==> src/rtl/dig_display_ctrl.sv <==
// 8-digit 7-segment scan controller: latches CPU stores to DIG_ADDR, scans
// the value as hex digits. Optional leading-zero blanking via DIG_LZ_BLANK_EN.
module dig_display_ctrl #(
  parameter int unsigned SCAN_DIV = 25000,
  parameter logic [31:0] DIG_ADDR = 32'hFFFF_F000
) (
  input  logic        clk,
  input  logic        rst_n,
  input  logic [31:0] addr,
  input  logic        wen,
  input  logic [31:0] wdata,
  output logic [7:0]  dig_en,
  output logic        DN_A,
  output logic        DN_B,
  output logic        DN_C,
  output logic        DN_D,
  output logic        DN_E,
  output logic        DN_F,
  output logic        DN_G,
  output logic        DN_DP
);

  localparam int unsigned CNT_W = (SCAN_DIV > 1) ? $clog2(SCAN_DIV) : 1;
  localparam logic [CNT_W-1:0] CNT_MAX = CNT_W'(SCAN_DIV - 1);

  logic [CNT_W-1:0] div_cnt;
  logic [2:0]       idx;
  logic [31:0]      data_q;
  logic [31:0]      shadow_q;
  logic [6:0]       seg_q;

  logic             tick;
  logic             frame_end;
  logic             wr_hit;
  logic             blank;
  logic [3:0]       nib;
  logic [7:0]       en_next;
  logic [6:0]       seg_next;

  // Active-low segment pattern, bit order {A,B,C,D,E,F,G}.
  function automatic logic [6:0] hex_seg(input logic [3:0] n);
    logic [6:0] s;
    case (n)
      4'h0: s = 7'b0000001;
      4'h1: s = 7'b1001111;
      4'h2: s = 7'b0010010;
      4'h3: s = 7'b0000110;
      4'h4: s = 7'b1001100;
      4'h5: s = 7'b0100100;
      4'h6: s = 7'b0100000;
      4'h7: s = 7'b0001111;
      4'h8: s = 7'b0000000;
      4'h9: s = 7'b0000100;
      4'hA: s = 7'b0001000;
      4'hB: s = 7'b1100000;
      4'hC: s = 7'b0110001;
      4'hD: s = 7'b1000010;
      4'hE: s = 7'b0110000;
      default: s = 7'b0111000;
    endcase
    return s;
  endfunction

  always_comb begin
    tick      = (div_cnt == CNT_MAX);
    frame_end = tick && (idx == 3'd7);
    wr_hit    = wen && (addr == DIG_ADDR);
    nib       = shadow_q[{idx, 2'b00} +: 4];
`ifdef DIG_LZ_BLANK_EN
    blank     = (idx != 3'd0) && ((shadow_q >> {idx, 2'b00}) == 32'd0);
`else
    blank     = 1'b0;
`endif
    en_next   = blank ? '1 : ~(8'b1 << idx);
    seg_next  = blank ? '1 : hex_seg(nib);
  end

  always_ff @(posedge clk) begin
    if (!rst_n) begin
      data_q   <= '0;
      shadow_q <= '0;
      div_cnt  <= '0;
      idx      <= '0;
      dig_en   <= '1;
      seg_q    <= '1;
    end else begin
      if (wr_hit)
        data_q <= wdata;
      if (tick) begin
        div_cnt <= '0;
        idx     <= idx + 3'd1;
      end else begin
        div_cnt <= div_cnt + 1'b1;
      end
      // A store landing on the boundary edge goes straight to the shadow.
      if (frame_end)
        shadow_q <= wr_hit ? wdata : data_q;
      dig_en <= en_next;
      seg_q  <= seg_next;
    end
  end

  assign {DN_A, DN_B, DN_C, DN_D, DN_E, DN_F, DN_G} = seg_q;
  assign DN_DP = 1'b1;

endmodule

==> config.mk <==
export PLATFORM = sky130hd
export DESIGN_NAME = dig_display_ctrl
export DESIGN_NICKNAME = d
export VERILOG_FILES = /design/src/rtl/dig_display_ctrl.sv
export SDC_FILE = /design/constraint.sdc
export NUM_CORES = 1
export LEC_CHECK = 0
export BUFFER_PORTS_ARGS = -buffer_cell sky130_fd_sc_hd__buf_2
export CAP_MARGIN = 20
export CORE_AREA = 2 2 115 117
export CTS_BUF_LIST = sky130_fd_sc_hd__clkbuf_8
export DETAILED_ROUTE_END_ITERATION = 7
export DIE_AREA = 0 0 117 119
export GPL_TIMING_DRIVEN = 0
export SLEW_MARGIN = 20
export SYNTH_ARGS = -nofsm -noshare
export SYNTH_HDL_FRONTEND = slang
export SYNTH_SLANG_ARGS = --single-unit
==> constraint.sdc <==
create_clock -name clk -period 3.1 [get_ports clk]
set_input_delay 0.31 -clock clk [delete_from_list [all_inputs] [get_ports clk]]
set_output_delay 0.31 -clock clk [all_outputs]
set_load 0.01 [all_outputs]
Word-level counts from Yosys, hierarchy flattened
Memories as Yosys holds them, arrays and structs flattened. A register that Yosys moved wholly into a read port is not among the register bits.
Index checks and enable logic that the tools add are counted.
W data, S select, Z words.
{"block": "word_totals", "register_bits": 90, "latchBits": 0, "ram_bits": 0, "rom_bits": 112, "in_bits": 67, "output_inout_bits": 16, "word_cells": 20, "memories": 1}
{"memory": "(no name shown)", "depth": 16, "word_bits": 7, "read_ports": 1, "rd_ports_with_merged_regs": 1, "wr": 0, "line_no": "43", "source": "case (n)"}
{"block": "op_classes", "addsub": 2, "n_mul": 0, "div_mod_pow": 0, "magnitude_cmp": 0, "eq_ne": 3, "n_shift": 2, "muxes": 1, "n_bitwise": 2, "reduce_logical": 4}
{"cell": "$eq A32 B32 Y1 const B", "n": 1}
{"cell": "$mux W32", "n": 1}
{"cell": "$shiftx A32 B6 Y4", "n": 1}
{"cell": "$add A15 B1 Y15 const B", "n": 1}
{"cell": "$eq A15 B15 Y1 const B", "n": 1}
{"cell": "$not A8 Y8", "n": 1}
{"cell": "$shl A1 B3 Y8 const A", "n": 1}
{"cell": "$add A3 B1 Y3 const B", "n": 1}
{"cell": "$eq A3 B3 Y1 const B", "n": 1}
{"cell": "$logic_and A1 B1 Y1", "n": 2}
{"cell": "$reduce_or A2 Y1", "n": 1}
{"cell": "$logic_not A1 Y1", "n": 1}
{"cell": "$not A1 Y1", "n": 1}

Logic depth before layout (Yosys ltp)
Gate-level depths: netlist (run 1).
{"block": "logic_depth", "ltp_word": 3, "depth_mapped": 8, "ltp_nobuf": 7}

Worst setup path before layout (run 1)
OpenSTA, ideal clock, no wires.
{"block": "synth_timing", "path_type": "register -> register", "from": "register idx[0]", "to": "register seg_q[0]", "setup_ns": 0.122, "t_arrival_ns": 2.415, "t_required_ns": 2.978, "slack_ns": 0.563, "stages_incl_launch_ff": 9, "path_buffers": 1, "cell_sequence": "dfxtp_1 buf_2 mux4_2 mux2i_1 inv_1 ha_1 mux2i_1 nor2_1 a311o_1"}
{"block": "synth_via", "elab_chain_len": 1}
{"item": "start, declared", "line_no": "27", "source": "logic [2:0] idx;"}
{"item": "start signal, assigned", "line_no": "91", "source": "idx <= idx + 3'd1;"}
{"item": "$shiftx A32 B6 Y4", "line_no": "68", "source": "nib = shadow_q[{idx, 2'b00} +: 4];"}
{"item": "end, declared", "line_no": "30", "source": "logic [6:0] seg_q;"}
Every way passes these cells.
A chain may end at the register's enable or synchronous reset.

Final worst setup path (run 1)
Ends and elaborated chain as after synthesis.

==> results.yml, run 1 <==
run_status:
  run_status: "finished clean"
timing:
  finalHoldViolCount: 0
  setup_viol: 0
  hold_ws_ns: 0.220
  min_period_ns: 2.74
  drv_slew: 0
  fmax_mhz: 365
  fin_setup_tns_ns: 0
  rsz0062_at_grt: "false"
  clock_skew_ns: 0.0147
  slew-limit-headroom_pct: 44.6
  tightest_slew_ns: 0.831
  final.period_utilization_pct: 88.4
finish:
  nFillCells: 1315
  fin_nets: 576
  syn_to_final_growth_pct: 19.7
  final_cell_mix: "dfxtp_1, buf_2, nor2_1, mux2i_1"
  final_common_cell: "dfxtp_1"
  num_antenna_cells: 0
  drive_gt1_share_pct: 29.3
yosys:
  synth_edf_count: 0
  postSynthCellCount: 405
  synth-seq-area-share_pct: 47.4
  synthFlopType: "dfxtp_1"
  synth_area_leaders: "dfxtp_1, mux2i_1, a21oi_2"
  async_flop_share_pct: 0
  syn-cell-area_um2: 4100
  yosys_register_bits: 97
  synth_top_cell_by_area: "dfxtp_1"
  synth_warnings: 0
  netlist.area_leader.share_pct: 47.4
  syn-num-nets: 485
  ys_types: 46
  syn_avg_cell_area_um2: 10.1
clocking:
  htreeDepth: 3
  cts_tree: "yes"
  cts_buffer_depth: 2
  hold_buffers: 0
  clockRootBuffer: "clkbuf_8"
  postCtsSetupBuffers: 0
  cts.repair.resized: 0
  numCtsBuffers: 9
  cts.clk_slew.worst_paths_ns: 0.09
  cts_sinks: 97
  insertion_delay_ns: 0.36
worst_setup_path:
  critical_path_class: "register to register"
  startpoint_type: "register"
  arrival_ns: 3.00
  cpPeakStageDelay_ns: 0.56
  rr_worst_depth: 8
  crit_chain: "buf_2 > mux4_2 > mux2i_2 > inv_1 > ha_1 > mux2i_1 > nor2_1 > a311o_1"
  crit_fanout: 10
  crit_required_ns: 3.36
  crit_path_top_delay_cell: "mux4_2"
  worst_setup_path_end_kind: "register"
power_and_ir_drop:
  p_leak_nw: 2.16
  finalPower_mw: 2.11
  ir_worst_vdd_uv: 178
  p_per_area_nw_per_um2: 429
grt:
  antenna_found_initial: 0
  grt_overflow: 0
  grt_use_total_pct: 13.7
  grt_max_degree: 16
  grt_pass1_wl_um: 14900
  grt_pass1_vias: 3068
min_path:
  min_path_type: "input port to register"
  hold_depth: 3
route:
  drc: 0
  initialDrtViolationCount: 168
  vias_per_cell: 4.58
  drtAntennaViolNets: 0
  drt-total-wl_um: 9020
  wl_per_cell_um: 13.3
  vias: 3100
  first_pass_iters: 4
floorplanning:
  placementRows: 42
  core_area_um2: 12900
  dieHeight_um: 119
  die_area_um2: 13900
  die_width_um: 117
  ios: 83
  start_util_pct: 31.8
placed_design:
  dpl.hpwl_um: 6940
  port_buffers: 80
  globalplace.congestion: 0.833
run:
  cap_violations: 0
synth_stat cells (2+ instances only):
cell type and n:
a21oi_1 7, a21oi_2 28, and3_1 2, buf_1 4, buf_2 4, buf_4 2
buf_6 3, buf_8 3, clkbuf_1 9, dfxtp_1 97, ha_1 13, inv_1 10
mux2_2 3, mux2i_1 40, mux4_2 6, nand2_1 17, nand3_1 12, nand4_1 5
nand4bb_1 2, nor2_1 56, nor3_1 2, nor4_1 3, o211ai_1 2, o21ai_0 11
o21ai_1 28, o221ai_1 2, or3_1 3, or4b_1 2, xnor2_1 5, xor2_1 8
sequential cells by signal, summed over array words and instances, names as in the netlist:
signal / flops
shadow_q: 32
data_q: 32
dig_en: 8
div_cnt: 15
seg_q: 7
idx: 3
final cells by class:
type                    instances  area (um^2)  share of cell area (%)
multi-input cells             273         1960                    40.0
clock buffers                  11          151                    3.09
well taps                     176          220                    4.49
repair buffers                 80          400                    8.17
clock inverters                 5         30.0                   0.612
flip-flops and latches         97         1940                    39.6
inverters                      10         37.5                   0.766
plain buffers                  25          163                    3.32
per-layer routing:
metal | track usage, % | vias up | wire (um)
met5 | 0 | - | 0
met4 | 3.97 | 0 | 75
met3 | 4.02 | 7 | 324
met2 | 21.7 | 53 | 4290
met1 | 18.0 | 1442 | 4330
li1 | - | 1598 | -
kinds of logic (layout without fill, tap and decap cells):
logic type               count (synthesis)  count (layout)  share of synthesized area, %
AND/OR/NAND/NOR                        110             110                          12.8
flip-flops                              97              97                          47.4
AO/OA/AOI/OAI                           87              87                          14.2
multiplexers                            49              49                          13.9
buffers and inverters                   35             131                          4.89
adder cells (fa/ha/maj)                 13              13                          3.97
XOR/XNOR                                13              13                          2.78
other                                    1               1                        0.0915
metrics by stage:
step	utilization, %	cell area, um^2	worst slack [ns]	instances
floorplan	-	4100	0.563	405
global placement	36.6	4720	0.185	661
detailed placement	36.6	4720	0.160	661
CTS	38.1	4900	0.145	677
global route	38.1	4900	0.158	677
finish	38.1	4900	0.360	677
report_power, final:
part / total (mW) / internal [mW] / switching [mW]
Sequential: 1.26 / 1.25 / 0.00398
Combinational: 0.0887 / 0.0450 / 0.0438
Clock: 0.760 / 0.333 / 0.426
Total: 2.11 / 1.63 / 0.474
worst max-delay path: cells and delay by family, from the launching register on:
family	cells	cell delay [ns]
compound gates	1	0.30
simple gates	1	0.06
buf+inv	2	0.46
flops	1	0.42
mux	3	1.11
fa+ha+maj	1	0.26
worst paths after layout:
path | startpoint | end | slack [ns]
setup / recovery | idx[0] | seg_q[0] | 0.36
hold / removal | wdata[4] | data_q[4] | 0.22
setup reg to reg | idx[0] | seg_q[0] | 0.36
hold reg to reg | div_cnt[0] | div_cnt[0] | 0.47
No activity file was read; power rests on OpenSTA's default activity.
==> run 2, diff against run 1 <==
==> constraint.sdc (replaced) <==
create_clock -name clk -period 2.35 [get_ports clk]
set_input_delay 0.235 -clock clk [delete_from_list [all_inputs] [get_ports clk]]
set_output_delay 0.235 -clock clk [all_outputs]
set_load 0.01 [all_outputs]
==> results.yml, run 2 (synthesis gave the netlist of run 1 again) <==
clocking:
  cts_sinks: 97
  insertion_delay_ns: 0.35
  hold_buffers: 0
  htreeDepth: 3
  numCtsBuffers: 9
  clockRootBuffer: "clkbuf_8"
  cts_tree: "yes"
  cts_buffer_depth: 2
  cts.clk_slew.worst_paths_ns: 0.09
timing:
  final.period_utilization_pct: 95.8
  finalHoldViolCount: 0
  setup_viol: 0
  slew-limit-headroom_pct: 49.7
  tightest_slew_ns: 0.754
  fmax_mhz: 444
  drv_slew: 0
  rsz0062_at_grt: "false"
  hold_ws_ns: 0.158
  clock_skew_ns: 0.00817
  min_period_ns: 2.25
finish:
  num_antenna_cells: 0
  final_cell_mix: "dfxtp_1, buf_2, nor2_1, mux2i_1"
  drive_gt1_share_pct: 30.1
  final_common_cell: "dfxtp_1"
  fin_nets: 577
  reg_top3: "data_q (32), shadow_q (32), div_cnt (15)"
  syn_to_final_growth_pct: 21.4
  layout.cells.non_filler: 678
route:
  first_pass_iters: 4
  vias_per_cell: 4.60
  drtAntennaViolNets: 0
  wl_met2_um: 4180
  drc: 0
  met1_length_um: 4220
  vias: 3116
  drt-total-wl_um: 8900
  top_layer: "met4"
  wl_met3_um: 396
  wl_per_cell_um: 13.1
  initialDrtViolationCount: 204
worst_setup_path:
  timing.rr.start: "idx[0]"
  worst_setup_path_end_kind: "register"
  crit_required_ns: 2.60
  crit_start: "idx[0]"
  r2r_end: "seg_q[0]"
  arrival_ns: 2.50
  rr_worst_depth: 7
  startpoint_type: "register"
  crit_fanout: 10
  rrSetupSlack_ns: 0.1
  critical_path_class: "register to register"
  crit_path_end: "seg_q[0]"
power_and_ir_drop:
  clockPowerShare_pct: 39.4
  switching_power_mw: 0.622
  p_int_mw: 2.30
  p_leak_nw: 2.20
  p_sw_share_pct: 21.3
  p_per_area_nw_per_um2: 588
  ir_worst_vdd_uv: 290
  seq_power_share_pct: 56.6
  p_comb_share_pct: 4.0
min_path:
  min_path_type: "input port to register"
grt:
  grt_pass1_vias: 3157
  grt_max_degree: 16
  grt_use_total_pct: 13.7
  grt_overflow: 0
  grt_pass1_wl_um: 15000
  antenna_found_initial: 0
placed_design:
  place_inst: 661
  globalplace.congestion: 0.820
  port_buffers: 80
  dpl.hpwl_um: 6790
run:
  cap_violations: 0
floorplanning:
  die_area_um2: 13900
  core_area_um2: 12900
  start_util_pct: 31.8
  die_width_um: 117
  placementRows: 42
  dieHeight_um: 119
  ios: 83
run_status:
  run_status: "finished clean"
## run 2: final cells by class
| class | instances | area, um^2 |
|---|---|---|
| fillers | 1300 | 7900 |
| multi-input cells | 273 | 1970 |
| flip-flops and latches | 97 | 1950 |
| repair buffers | 81 | 408 |
| well taps | 176 | 220 |
| plain buffers | 25 | 183 |
| clock buffers | 9 | 124 |
| clock inverters | 7 | 86.3 |
| inverters | 10 | 37.5 |
## run 2: worst min-delay path by stage
stage | from | to | slack [ns] | depth (start not counted)
5_1_grt | wdata[16] | data_q[16] | 0.15 | 3
6_report | wdata[25] | data_q[25] | 0.16 | 3
4_1_cts | wdata[16] | data_q[16] | 0.15 | 3
3_3_place_gp | div_cnt[0] | div_cnt[0] | 0.44 | 1
2_1_floorplan | wdata[31] | data_q[31] | 0.40 | 2
3_5_place_dp | div_cnt[0] | div_cnt[0] | 0.45 | 1
## run 2: what timing repair did
| action | CTS | global route |
|---|---|---|
| pin swaps | 0 | 0 |
| setup buffers | 1 | 0 |
| hold endpoints to repair | 0 | 0 |
| resized for setup | 4 | 7 |
| setup endpoints to repair | 6 | 3 |
## run 2: per-stage QoR
step | setup WS, ns | utilization (%) | instance area, um^2 | power (mW) | setup TNS [ns]
2_1_floorplan | 0.00297 | - | 4110 | 1.74 | 0
3_3_place_gp | -0.268 | 36.7 | 4730 | 1.81 | -3.24
3_5_place_dp | -0.296 | 36.7 | 4730 | 1.82 | -3.03
4_1_cts | 0.0512 | 38.5 | 4960 | 2.96 | 0
5_1_grt | 0.00597 | 38.6 | 4970 | 3.05 | 0
6_report | 0.0987 | 38.6 | 4970 | 2.93 | 0
## run 2: power groups by stage
stage                     logic, mW  clock network [mW]  registers [mW]
after detailed placement      0.118                   0            1.70
final                         0.117                1.15            1.66
after floorplan              0.0408                   0            1.70
after CTS                     0.119                1.18            1.66
after global placement        0.116                   0            1.70
after global routing          0.131                1.26            1.66
## run 2: critical path, stage by stage, from the launching register on
cell     delay, ns
dfxtp_4       0.39
buf_12        0.14
mux4_2        0.50
mux2_2        0.32
ha_1          0.24
mux2i_1       0.18
nor2_1        0.06
a311o_1       0.31
## run 2: metal layers
metal | GRT usage (%) | vias to the layer above
li1 | - | 1596
met2 | 21.9 | 72
met4 | 3.75 | 0
met5 | 0 | -
met3 | 3.77 | 12
met1 | 18.0 | 1436
==> run 3, diff against run 2 <==
--- a/config.mk
+++ b/config.mk
@@ -5,12 +5,13 @@
 export SDC_FILE = /design/constraint.sdc
 export NUM_CORES = 1
 export LEC_CHECK = 0
+export ABC_AREA = 1
 export BUFFER_PORTS_ARGS = -buffer_cell sky130_fd_sc_hd__buf_2
 export CAP_MARGIN = 20
-export CORE_AREA = 2 2 115 117
+export CORE_AREA = 2 2 125 127
 export CTS_BUF_LIST = sky130_fd_sc_hd__clkbuf_8
 export DETAILED_ROUTE_END_ITERATION = 7
-export DIE_AREA = 0 0 117 119
+export DIE_AREA = 0 0 127 129
 export GPL_TIMING_DRIVEN = 0
 export SLEW_MARGIN = 20
 export SYNTH_ARGS = -nofsm -noshare
==> results.yml, run 3 <==
timing:
  setup_ws_ns: 0.240
  hold_ws_ns: 0.218
  final.period_utilization_pct: 89.8
  tightest_slew_ns: 0.502
  fmax_mhz: 474
  clock_skew_ns: 0.0124
  finalHoldViolCount: 0
  drv_slew: 0
  min_period_ns: 2.11
  fin_setup_tns_ns: 0
  rsz0062_at_grt: "false"
  slew-limit-headroom_pct: 66.5
  setup_viol: 0
worst_setup_path:
  arrival_ns: 2.43
  critical_path_class: "register to register"
  crit_required_ns: 2.67
  crit_path_end: "seg_q[4]"
  rrSetupSlack_ns: 0.24
  worst_setup_path_end_kind: "register"
  crit_fanout: 11
  rr_worst_depth: 12
  r2r_end: "seg_q[4]"
  startpoint_type: "register"
  crit_start: "idx[0]"
  timing.rr.start: "idx[0]"
route:
  vias_per_cell: 4.37
  wl_per_cell_um: 10.9
  drt-total-wl_um: 10800
  vias: 4303
  first_pass_iters: 4
  initialDrtViolationCount: 217
  drtAntennaViolNets: 0
  drc: 0
yosys:
  synth_top_cell_by_area: "dfxtp_1"
  synth_common_cells: "nand2_1, inv_1, dfxtp_1, nor2_1, nand3_1"
  syn_avg_cell_area_um2: 6.97
  synth-seq-area-share_pct: 39.8
  synth_warnings: 0
  syn-cell-area_um2: 4870
  postSynthCellCount: 699
  syn-num-nets: 779
  synth_area_leaders: "dfxtp_1, nand2_1, inv_1"
  ys_types: 34
  synth_edf_count: 0
  synth_most_common_cell: "nand2_1"
  synthFlopType: "dfxtp_1"
  async_flop_share_pct: 0
  yosys_register_bits: 97
  netlist.area_leader.share_pct: 39.8
floorplanning:
  die_width_um: 127
  dieHeight_um: 129
  ios: 83
  placementRows: 45
  die_area_um2: 16400
  core_area_um2: 15000
  start_util_pct: 32.5
power_and_ir_drop:
  p_per_area_nw_per_um2: 507
  clockPowerShare_pct: 38.6
  ir_worst_vdd_uv: 230
  p_int_mw: 2.22
  switching_power_mw: 0.690
  p_sw_share_pct: 23.7
  p_comb_share_pct: 4.4
  finalPower_mw: 2.91
  seq_power_share_pct: 57.0
  p_leak_nw: 2.84
finish:
  drive_gt1_share_pct: 21.5
  syn_to_final_growth_pct: 17.6
  layout.cells.non_filler: 984
  num_antenna_cells: 0
  final_cell_mix: "nand2_1, inv_1, dfxtp_1, buf_2, nor2_1"
  final_util_pct: 38.3
  final_area_um2: 5730
  final_common_cell: "nand2_1"
  reg_top3: "data_q (32), shadow_q (32), div_cnt (15)"
  fin_nets: 871
run:
  cap_violations: 0
clocking:
  hold_buffers: 0
  cts.clk_slew.worst_paths_ns: 0.10
  insertion_delay_ns: 0.39
  cts_tree: "yes"
  numCtsBuffers: 9
  htreeDepth: 3
  postCtsSetupBuffers: 0
  cts_buffer_depth: 2
  cts_sinks: 97
  clockRootBuffer: "clkbuf_8"
placed_design:
  place_area_um2: 5520
  place_inst: 968
  globalplace.congestion: 0.795
  port_buffers: 81
  dpl.hpwl_um: 8030
  dp_slack_ns: 0.222
grt:
  grt_max_degree: 18
  grt_use_total_pct: 14.0
  grt_pass1_wl_um: 18200
  antenna_found_initial: 0
  grt_pass1_vias: 3963
  grt_overflow: 0
run_status:
  run_status: "finished clean"
min_path:
  hold_depth: 5
  hp-start: "wdata[3]"
  min_path_type: "input port to register"
-- run 3: cell types whose count changed after synthesis, moves of 5 or more --
| cell | before | now |
|---|---|---|
| nand4_1 | 5 | 37 |
| nand2_1 | 17 | 204 |
| buf_6 | 3 | 10 |
| o21ai_1 | 28 | 1 |
| xor2_1 | 8 | 2 |
| nor2_1 | 56 | 61 |
| inv_1 | 10 | 122 |
| buf_2 | 4 | 11 |
| a21oi_1 | 7 | 14 |
| nand3_1 | 12 | 43 |
| mux4_2 | 6 | 0 |
| mux2i_1 | 40 | 0 |
-- run 3: kinds of logic (layout without fill, tap and decap cells) --
logic type / after synthesis / in the layout / synth area share (%)
buffers and inverters: 160 / 257 / 14.5
DFF: 97 / 97 / 39.8
xor gates and xnor gates: 4 / 4 / 0.719
and+or+nand+nor: 365 / 365 / 32.8
AOI/OAI and AO/OA: 59 / 59 / 8.75
other: 1 / 1 / 0.0769
adders and majority gates: 13 / 13 / 3.34
-- run 3: power groups by stage --
stage               logic (mW)  registers [mW]  clock network [mW]
finish                   0.129            1.66                1.12
global route             0.147            1.66                1.23
CTS                      0.132            1.66                1.17
detailed placement       0.131            1.70                   0
global placement         0.130            1.70                   0
floorplan               0.0531            1.70                   0
-- run 3: worst min-delay path by stage --
stage / to / slack [ns]
CTS: data_q[3] / 0.21
floorplan: div_cnt[0] / 0.42
detailed placement: div_cnt[0] / 0.44
global route: data_q[3] / 0.23
finish: data_q[3] / 0.22
global placement: div_cnt[0] / 0.43
-- run 3: timing repair --
action / CTS / global route
resized for setup: 0 / 3
setup endpoints to repair: 0 / 3
endpoints found under the hold margin: 0 / 0
-- run 3: layout make-up --
cell class / count / area [um^2]
Buffer: 33 / 230
Clock buffer: 9 / 124
Clock inverter: 7 / 78.8
Fill cell: 1640 / 9250
Inverter: 127 / 480
Multi-Input combinational cell: 442 / 2240
Sequential cell: 97 / 1940
Tap cell: 188 / 235
Timing Repair Buffer: 81 / 405
-- run 3: layer usage --
| layer | wire length [um] | up-vias | GRT usage [%] |
|---|---|---|---|
| li1 | - | 2343 | - |
| met1 | 5200 | 1864 | 17.7 |
| met2 | 4880 | 88 | 23.6 |
| met3 | 561 | 8 | 4.32 |
| met4 | 109 | 0 | 3.10 |
| met5 | 0 | - | 0 |
-- run 3: worst max-delay path: stages, from the launching register on --
cell and delay [ns]:
dfxtp_1 0.34, buf_4 0.17, inv_2 0.19, nand2_1 0.08
nand3_1 0.08, nand2_1 0.11, o21ai_4 0.22, inv_1 0.11
ha_1 0.22, inv_1 0.11, nand3_1 0.11, or2_0 0.22
nand3_1 0.07
